$ cat src/rtl/mips_bus_arbiter.sv
`default_nettype none
// ============================================================================
// mips_bus_arbiter : round-robin N-port MIPS load/store arbiter onto Avalon-MM
// Rev 1.0
// ============================================================================
module mips_bus_arbiter #(
  parameter int N_PORTS = 2,
  parameter int TIMEOUT = 255
) (
  input  logic                  clk,
  input  logic                  reset,
  input  logic [N_PORTS-1:0]    p_req,
  input  logic [N_PORTS-1:0]    p_we,
  input  logic [2*N_PORTS-1:0]  p_size,
  input  logic [N_PORTS-1:0]    p_sign,
  input  logic [32*N_PORTS-1:0] p_addr,
  input  logic [32*N_PORTS-1:0] p_wdata,
  output logic [N_PORTS-1:0]    p_ack,
  output logic                  p_err,
  output logic [31:0]           p_rdata,
  output logic [31:0]           address,
  output logic                  write,
  output logic                  read,
  output logic [31:0]           writedata,
  output logic [3:0]            byteenable,
  input  logic                  waitrequest,
  input  logic [31:0]           readdata
);

  localparam logic [15:0] c_TMO_LAST = 16'(TIMEOUT - 1);
  localparam logic [2:0]  c_LAST_RST = 3'(N_PORTS - 1);

  typedef logic [N_PORTS-1:0] port_vec_t;

  typedef enum logic [1:0] {
    S_IDLE   = 2'd0,
    S_ACCESS = 2'd1,
    S_RESP   = 2'd2
  } state_t;

  state_t      r_state;
  logic [2:0]  r_last;
  logic [2:0]  r_gnt;
  logic        r_we;
  logic        r_sign;
  logic [1:0]  r_size;
  logic [1:0]  r_lane;
  logic [15:0] r_stall;

  // Ports are zero-padded to 8 so a 3-bit index always selects exactly.
  logic [7:0]   w_req8;
  logic [7:0]   w_we8;
  logic [7:0]   w_sign8;
  logic [15:0]  w_size16;
  logic [255:0] w_addr256;
  logic [255:0] w_wdata256;

  logic        w_gnt_vld;
  logic [2:0]  w_gnt_idx;
  logic        w_g_we;
  logic        w_g_sign;
  logic [1:0]  w_g_size;
  logic [31:0] w_g_addr;
  logic [31:0] w_g_wdata;
  logic        w_g_legal;
  logic [3:0]  w_g_be;
  logic [31:0] w_g_wd;
  logic [7:0]  w_rd_byte;
  logic [15:0] w_rd_half;
  logic [31:0] w_rd_ext;

  assign w_req8     = 8'(p_req);
  assign w_we8      = 8'(p_we);
  assign w_sign8    = 8'(p_sign);
  assign w_size16   = 16'(p_size);
  assign w_addr256  = 256'(p_addr);
  assign w_wdata256 = 256'(p_wdata);

  // Scan from farthest to nearest so the port right after last_grant wins.
  always_comb begin
    w_gnt_vld = 1'b0;
    w_gnt_idx = 3'd0;
    for (int k = N_PORTS; k >= 1; k--) begin
      if (w_req8[3'((int'(r_last) + k) % N_PORTS)]) begin
        w_gnt_vld = 1'b1;
        w_gnt_idx = 3'((int'(r_last) + k) % N_PORTS);
      end
    end
  end

  assign w_g_we    = w_we8[w_gnt_idx];
  assign w_g_sign  = w_sign8[w_gnt_idx];
  assign w_g_size  = w_size16[{w_gnt_idx, 1'b0} +: 2];
  assign w_g_addr  = w_addr256[{w_gnt_idx, 5'b00000} +: 32];
  assign w_g_wdata = w_wdata256[{w_gnt_idx, 5'b00000} +: 32];

  always_comb begin
    w_g_legal = 1'b1;
    w_g_be    = 4'b0000;
    w_g_wd    = w_g_wdata;
    case (w_g_size)
      2'b00: begin
        w_g_be = 4'b0001 << w_g_addr[1:0];
        w_g_wd = {4{w_g_wdata[7:0]}};
      end
      2'b01: begin
        w_g_be    = w_g_addr[1] ? 4'b1100 : 4'b0011;
        w_g_wd    = {2{w_g_wdata[15:0]}};
        w_g_legal = ~w_g_addr[0];
      end
      2'b10: begin
        w_g_be    = 4'b1111;
        w_g_legal = (w_g_addr[1:0] == 2'b00);
      end
      default: w_g_legal = 1'b0;
    endcase
  end

  assign w_rd_byte = readdata[{r_lane, 3'b000} +: 8];
  assign w_rd_half = r_lane[1] ? readdata[31:16] : readdata[15:0];

  always_comb begin
    w_rd_ext = readdata;
    case (r_size)
      2'b00:   w_rd_ext = {{24{r_sign & w_rd_byte[7]}}, w_rd_byte};
      2'b01:   w_rd_ext = {{16{r_sign & w_rd_half[15]}}, w_rd_half};
      default: w_rd_ext = readdata;
    endcase
  end

  always_ff @(posedge clk or negedge reset) begin
    if (!reset) begin
      r_state    <= S_IDLE;
      r_last     <= c_LAST_RST;
      r_gnt      <= 3'd0;
      r_we       <= 1'b0;
      r_sign     <= 1'b0;
      r_size     <= 2'b00;
      r_lane     <= 2'b00;
      r_stall    <= 16'd0;
      read       <= 1'b0;
      write      <= 1'b0;
      address    <= 32'd0;
      writedata  <= 32'd0;
      byteenable <= 4'b0000;
      p_ack      <= '0;
      p_err      <= 1'b0;
      p_rdata    <= 32'd0;
    end else begin
      case (r_state)
        S_IDLE: begin
          if (w_gnt_vld) begin
            r_gnt   <= w_gnt_idx;
            r_we    <= w_g_we;
            r_sign  <= w_g_sign;
            r_size  <= w_g_size;
            r_lane  <= w_g_addr[1:0];
            r_stall <= 16'd0;
            if (w_g_legal) begin
              r_state    <= S_ACCESS;
              address    <= {w_g_addr[31:2], 2'b00};
              writedata  <= w_g_wd;
              byteenable <= w_g_be;
              read       <= ~w_g_we;
              write      <= w_g_we;
            end else begin
              r_state <= S_RESP;
              p_ack   <= port_vec_t'(8'd1 << w_gnt_idx);
              p_err   <= 1'b1;
            end
          end
        end
        S_ACCESS: begin
          if (!waitrequest) begin
            read    <= 1'b0;
            write   <= 1'b0;
            r_state <= S_RESP;
            p_ack   <= port_vec_t'(8'd1 << r_gnt);
            p_rdata <= r_we ? 32'd0 : w_rd_ext;
          end else if (r_stall == c_TMO_LAST) begin
            // Abort: the bus cycle is dropped and p_rdata stays zero.
            read    <= 1'b0;
            write   <= 1'b0;
            r_state <= S_RESP;
            p_ack   <= port_vec_t'(8'd1 << r_gnt);
            p_err   <= 1'b1;
          end else begin
            r_stall <= r_stall + 16'd1;
          end
        end
        S_RESP: begin
          p_ack   <= '0;
          p_err   <= 1'b0;
          p_rdata <= 32'd0;
          r_last  <= r_gnt;
          r_stall <= 16'd0;
          r_state <= S_IDLE;
        end
        default: r_state <= S_IDLE;
      endcase
    end
  end

endmodule
`default_nettype wire

$ cat config.mk
export PLATFORM = sky130hd
export DESIGN_NAME = mips_bus_arbiter
export DESIGN_NICKNAME = d
export VERILOG_FILES = /design/src/rtl/mips_bus_arbiter.sv
export SDC_FILE = /design/constraint.sdc
export NUM_CORES = 1
export LEC_CHECK = 0
export ABC_CLOCK_PERIOD_IN_PS = 1930
export CAP_MARGIN = 30
export CORE_AREA = 4 4 137 139
export CTS_CLUSTER_DIAMETER = 30
export DETAILED_ROUTE_END_ITERATION = 12
export DIE_AREA = 0 0 141 143
export PLACE_DENSITY = 0.77
export SYNTH_ARGS = -nofsm -noshare
export SYNTH_HDL_FRONTEND = slang
export SYNTH_SLANG_ARGS = --single-unit
$ cat constraint.sdc
create_clock -name clk -period 1.93 [get_ports clk]
set_input_delay 0.4825 -clock clk [delete_from_list [all_inputs] [get_ports clk]]
set_output_delay 0.4825 -clock clk [all_outputs]
set_load 0.02 [all_outputs]
# Word level (Yosys, flattened, before mapping)
# Cells that the tools add are included.
word_totals:
  regBits: 131
  input_bits: 173
  out_inout_bits: 105
op_classes:
  n_addsub: 3
  n_lt_le_gt_ge: 3
  n_eq_ne: 14
  shift: 7
  mux: 50
  bitwise: 6
  n_reduce_logical: 15
ops:
  columns: ["cell", "n"]
  rows:
  - ["256-bit by 9-bit indexed part select with 32-bit output", 2]
  - ["32-bit one-hot mux with 2 select lines", 3]
  - ["16-bit two-way mux", 4]
  - ["32-bit two-way mux", 2]
  - ["16-bit one-hot mux with 3 select lines", 1]
  - ["32-bit by 6-bit indexed part select with 8-bit output", 1]
  - ["1-bit two-way mux", 18]
  - ["16-bit by 1-bit adder with 16-bit output (second input constant)", 1]
  - ["16-bit by 8-bit == test with 1-bit output (second input constant)", 1]
  - ["2-bit two-way mux", 8]
  - ["16-bit by 5-bit indexed part select with 2-bit output", 1]
  - ["2-bit inequality test (second input constant)", 7]
  - ["4-bit one-hot mux with 3 select lines", 1]
  - ["4-bit AND reduction", 3]
  - ["2-bit by 5-bit < comparator with 1-bit output (second input constant)", 2]
  - ["2-bit zero test", 4]
  - ["1-bit binary-select mux with 3-bit select", 2]
  - ["2-bit by 1-bit == test with 1-bit output (second input constant)", 3]
  - ["3-bit two-way mux", 2]
  - ["1-bit one-hot mux with 3 select lines", 2]
  - ["2-bit one-hot mux with 3 select lines", 1]
  - ["2-bit AND reduction", 3]
  - ["1-bit by 3-bit left shift with 2-bit output (first input constant)", 2]
  - ["5-bit AND reduction", 1]
  - ["15 further kinds", 23]

# Depth between registers and ports, before layout
logic_depth:
  depth_word: 13
  depth_mapped: 9
  mapped_depth_nobuf: 7

# Least setup slack after synthesis
# Ideal clock, no wire load.
synth_timing:
  path_kind: "flip-flop to flip-flop"
  start: "reg r_state[1]"
  end: "reg p_rdata[25]"
  arrival_ps: 1926
  setup_slack_ps: -63
  path_stages_with_launch: 9
  path_cell_list: "dfrtp_1 -> inv_1 -> ha_1 -> nand2b_4 -> or3_1 -> buf_6 -> a2111oi_4 -> buf_6 -> a221o_1"
synth_between:
  elab_chain_len: 3
synth_rtl:
  columns: ["item", "line", "rtl"]
  rows:
  - ["start: declaration", "41", "state_t r_state;"]
  - ["start signal: assignment", "133", "r_state <= S_IDLE;"]
  - ["start signal: assignment", "160", "r_state <= S_ACCESS;"]
  - ["start signal: assignment", "167", "r_state <= S_RESP;"]
  - ["2-bit by 1-bit == test with 1-bit output / 2-bit == test (equally long branches)", "150", "case (r_state)"]
  - ["2-bit inequality test (no line) / 2-bit nonzero test (equally long branches)", null, null]
  - ["2-bit AND reduction (no line)", null, null]
  - ["end signal: assignment", "179", "p_rdata <= r_we ? 32'd0 : w_rd_ext;"]
  - ["end: declaration", "20", "output logic [31:0] p_rdata,"]
# Parallel ways exist; a longest one is shown, timed or not.
# A chain may end at the register's enable or synchronous reset.

# Final worst setup path
layout_timing:
  start: "reg r_last[0]"
  end: "reg writedata[9]"
layout_between:
  elab_chain_len: 11
layout_rtl:
  columns: ["item", "line", "rtl"]
  rows:
  - ["start: declaration", "42", "logic [2:0] r_last;"]
  - ["start signal: assignment", "134", "r_last <= c_LAST_RST;"]
  - ["start signal: assignment", "195", "r_last <= r_gnt;"]
  - ["1-bit adder", "84, 86", null]
  - ["1-bit bitwise AND (no line)", null, null]
  - ["1-bit binary-select mux with 2-bit select", "84", "if (w_req8[3'((int'(r_last) + k) % N_PORTS)]) begin"]
  - ["1-bit two-way mux (implied by the code) (2 in series)", "84", null]
  - ["3-bit two-way mux (2 in series)", "84", null]
  - ["256-bit by 9-bit indexed part select with 32-bit output / 16-bit by 5-bit indexed part select with 2-bit output (equally long branches)", "94, 93", null]
  - ["2-bit zero test (tied with other cells)", "113", "w_g_legal = (w_g_addr[1:0] == 2'b00);"]
  - ["1-bit one-hot mux with 3 select lines", "101", "case (w_g_size)"]
  - ["3-bit AND reduction (no line)", null, null]
  - ["end signal: assignment", "162", "writedata <= w_g_wd;"]
  - ["end: declaration", "24", "output logic [31:0] writedata,"]
# Parallel ways exist; a longest one is shown, timed or not. The select of a mux whose other input is x is not followed.

==> impl_metrics.toml <==
[yosys]
postSynthAreaPerCell_um2 = 9.54
ys_seq_area_frac = 0.464
synth_warnings = 0
ys_top_cells_by_area = "dfrtp_1, nand2_1, mux2i_1"
yosysTopAreaCell = "dfrtp_1"
synth_commonest_cells = "nand2_1, dfrtp_1, nor2_1"
ys_types = 62
synth_area_mm2 = 0.00696
synthArstFlopShare = 1.00
synth_top_area_share = 0.460
synth_ff_type = "dfrtp_1"
syn_inst = 729
synth-edff-count = 0
synth_seq_cells = 129
synth_most_common_cell = "nand2_1"

[cells_and_area]
diodes = 0
final.fill_count = 1393
drive_gt1_frac = 0.179
area_growth_pct = 67.6
regArea_mm2 = 0.00323
fin_cells = 1319
multi_input_area_mm2 = 0.00354
finalNetCount = 1255
final_util = 0.660

[floorplanning]
die_y_um = 143
core-area_mm2 = 0.0177
rows = 49
dieArea_mm2 = 0.0202
die_w_um = 141
start_util = 0.394
io_pins = 278

[critical_path]
r2r-start = "r_last[0]"
path_delay_family = "multiplexers"
critical_path.max_stage_delay_ns = 0.58
crit_fanout = 7
cp-end-kind = "register"
crit_slowest_cell = "dfstp_2"
path_class = "register to register"
critPathLaunchType = "register"
crit_start = "r_last[0]"
crit_chain = "a21bo_4, mux2i_4, nand2_4, mux4_2, mux2_4"
critPathBufInv = 0
required_ns = 2.24
worstPathArrival_ns = 2.28

[worst_hold_path]
hp-start = "p_rdata[12]"
hp-class = "register to register"

[timing]
skew_ns = 0.00913
tightest_slew_ns = 0.836
fin_crit_sh = 1.02
fmax_mhz = 507
grt_setup_unrepaired = "true"
slew-limit-headroom = 0.441
finalHoldViolations = 0
drv_slew = 0
finalWorstSetupSlack_ns = -0.0419
min_period_ns = 1.97
final-setup-viol-count = 6

[global_route]
grt-ovfl-total = 0
grt_pass1_wl_um = 38700
antenna_found_initial = 0
grt_pass1_vias = 7293
grt_start_max_net_pins = 34
grtUsageTotal = 0.244

[clock_network]
htree_levels = 4
cts_buffers = 17
insertion_delay_ns = 0.42
clock_path_buffers = 2
clkSlewWorstSetupHoldPaths_ns = 0.07
cts.sinks = 129
cts-root-buf = "clkbuf_16"
cts_tree = "built"

[detailed_routing]
drt_iter0_markers = 430
wirelength_um = 25300
wl_per_cell_um = 19.1
firstDrtPassIters = 5
drc = 0
vias = 7135
ant_nets = 0
viasPerCell = 5.41

[placed_design]
dp.cells = 1277
io_buffers = 275
gp_congestion = 0.925
post-place-ws_ns = -0.515
dpl.hpwl_um = 18400

[status]
violations = "setup timing"
status = "finished, violations left"

[pwr]
powerDensity_mw_per_mm2 = 1440
vdd_drop_max_v = 0.000842
leakage_nw = 5.37

[flow_run]
drv_cap = 0
[power breakdown]
group / internal [W] / switching (W) / total, W
logic: 0.00405 / 0.00432 / 0.00836
registers: 0.00380 / 0.000700 / 0.00450
clock network: 0.00259 / 0.00128 / 0.00387
[layout make-up]
cell class / instances / area share
Inverter: 18 / 0.00579
Tap cell: 229 / 0.0246
Clock inverter: 13 / 0.0220
Timing Repair Buffer: 381 / 0.329
Sequential cell: 129 / 0.277
Clock buffer: 19 / 0.0380
Multi-Input combinational cell: 530 / 0.304
[layer usage]
layer	part of all wire	GRT usage
met4	0.037	0.106
met1	0.38	0.276
met2	0.51	0.432
met3	0.072	0.0707
met5	0	0
[cells in the final DEF (no fill, tap or decap), types with 9 or more instances in the layout]
cell type          n
a31oi_1           50
buf_12             9
o21ai_0           39
dlymetal6s2s_1    31
clkbuf_16         18
mux2i_1           32
dlygate4sd2_1     17
o211ai_1          12
mux2_2            14
a21oi_1            9
a221o_1           18
clkdlybuf4s50_1  226
nor2_1            65
nand2_1          143
and2_1            11
dfrtp_1          128
nand3_1            9
buf_4             85
inv_1             18
[repair_timing]
item / CTS / global route
hold buffers: 1 / 0
endpoints found under the setup margin: 89 / 127
setup buffers: 5 / 2
resized for setup: 30 / 55
hold endpoints to repair: 27 / 0
pin swaps: 1 / 6
gates cloned: 2 / 1
[worst reg2reg max path, delay by kind of cell, from the launching register on]
family / cells / cell delay [ns]
muxes: 3 / 0.94
and+or+nand+nor: 1 / 0.15
DFF: 1 / 0.58
AOI/OAI and AO/OA: 1 / 0.20
[logic make-up (layout without fill, tap and decap cells)]
logic type | after synthesis | count (layout) | share of synthesized area
buffers and inverters | 71 | 431 | 0.0489
adders and majority gates | 5 | 5 | 0.00899
and+or+nand+nor | 267 | 267 | 0.170
AOI/OAI and AO/OA | 187 | 187 | 0.193
DFF | 129 | 129 | 0.464
other | 1 | 2 | 0.000539
xor gates and xnor gates | 7 | 7 | 0.00881
muxes | 62 | 62 | 0.105
[registers in the layout, summed over array words and instances, names as in the netlist]
| signal | cells |
|---|---|
| r_we | 1 |
| p_ack | 2 |
| r_sign | 1 |
| r_stall | 16 |
| r_size | 2 |
| r_gnt | 1 |
| r_state | 2 |
| r_last | 1 |
| writedata | 32 |
| p_err | 1 |
| write | 1 |
| p_rdata | 32 |
| r_lane | 2 |
| address | 30 |
| read | 1 |
| byteenable | 4 |
[per-stage QoR]
stage          hold slack, ns  total power (W)  cell area [um2]  setup TNS [ns]
2_1_floorplan           0.187          0.00857             6970          -0.175
3_3_place_gp            0.396           0.0125            10600          -44.69
3_5_place_dp            0.394           0.0127            10600          -46.85
4_1_cts                 0.481           0.0168            11400          -0.473
5_1_grt                 0.493           0.0176            11700          -0.670
6_report                0.475           0.0167            11700          -0.152
[final timing paths]
path / endpoint / slack (ns) / cells past startpoint
min in group asynchronous: writedata[24] / 0.52 / 2
min: p_rdata[12] / 0.47 / 1
max: writedata[9] / -0.04 / 5
max in group asynchronous: address[30] / 0.80 / 3
min reg2reg: p_rdata[12] / 0.47 / 1
max reg2reg: writedata[9] / -0.04 / 5
Power figures use the tool's default switching activity.
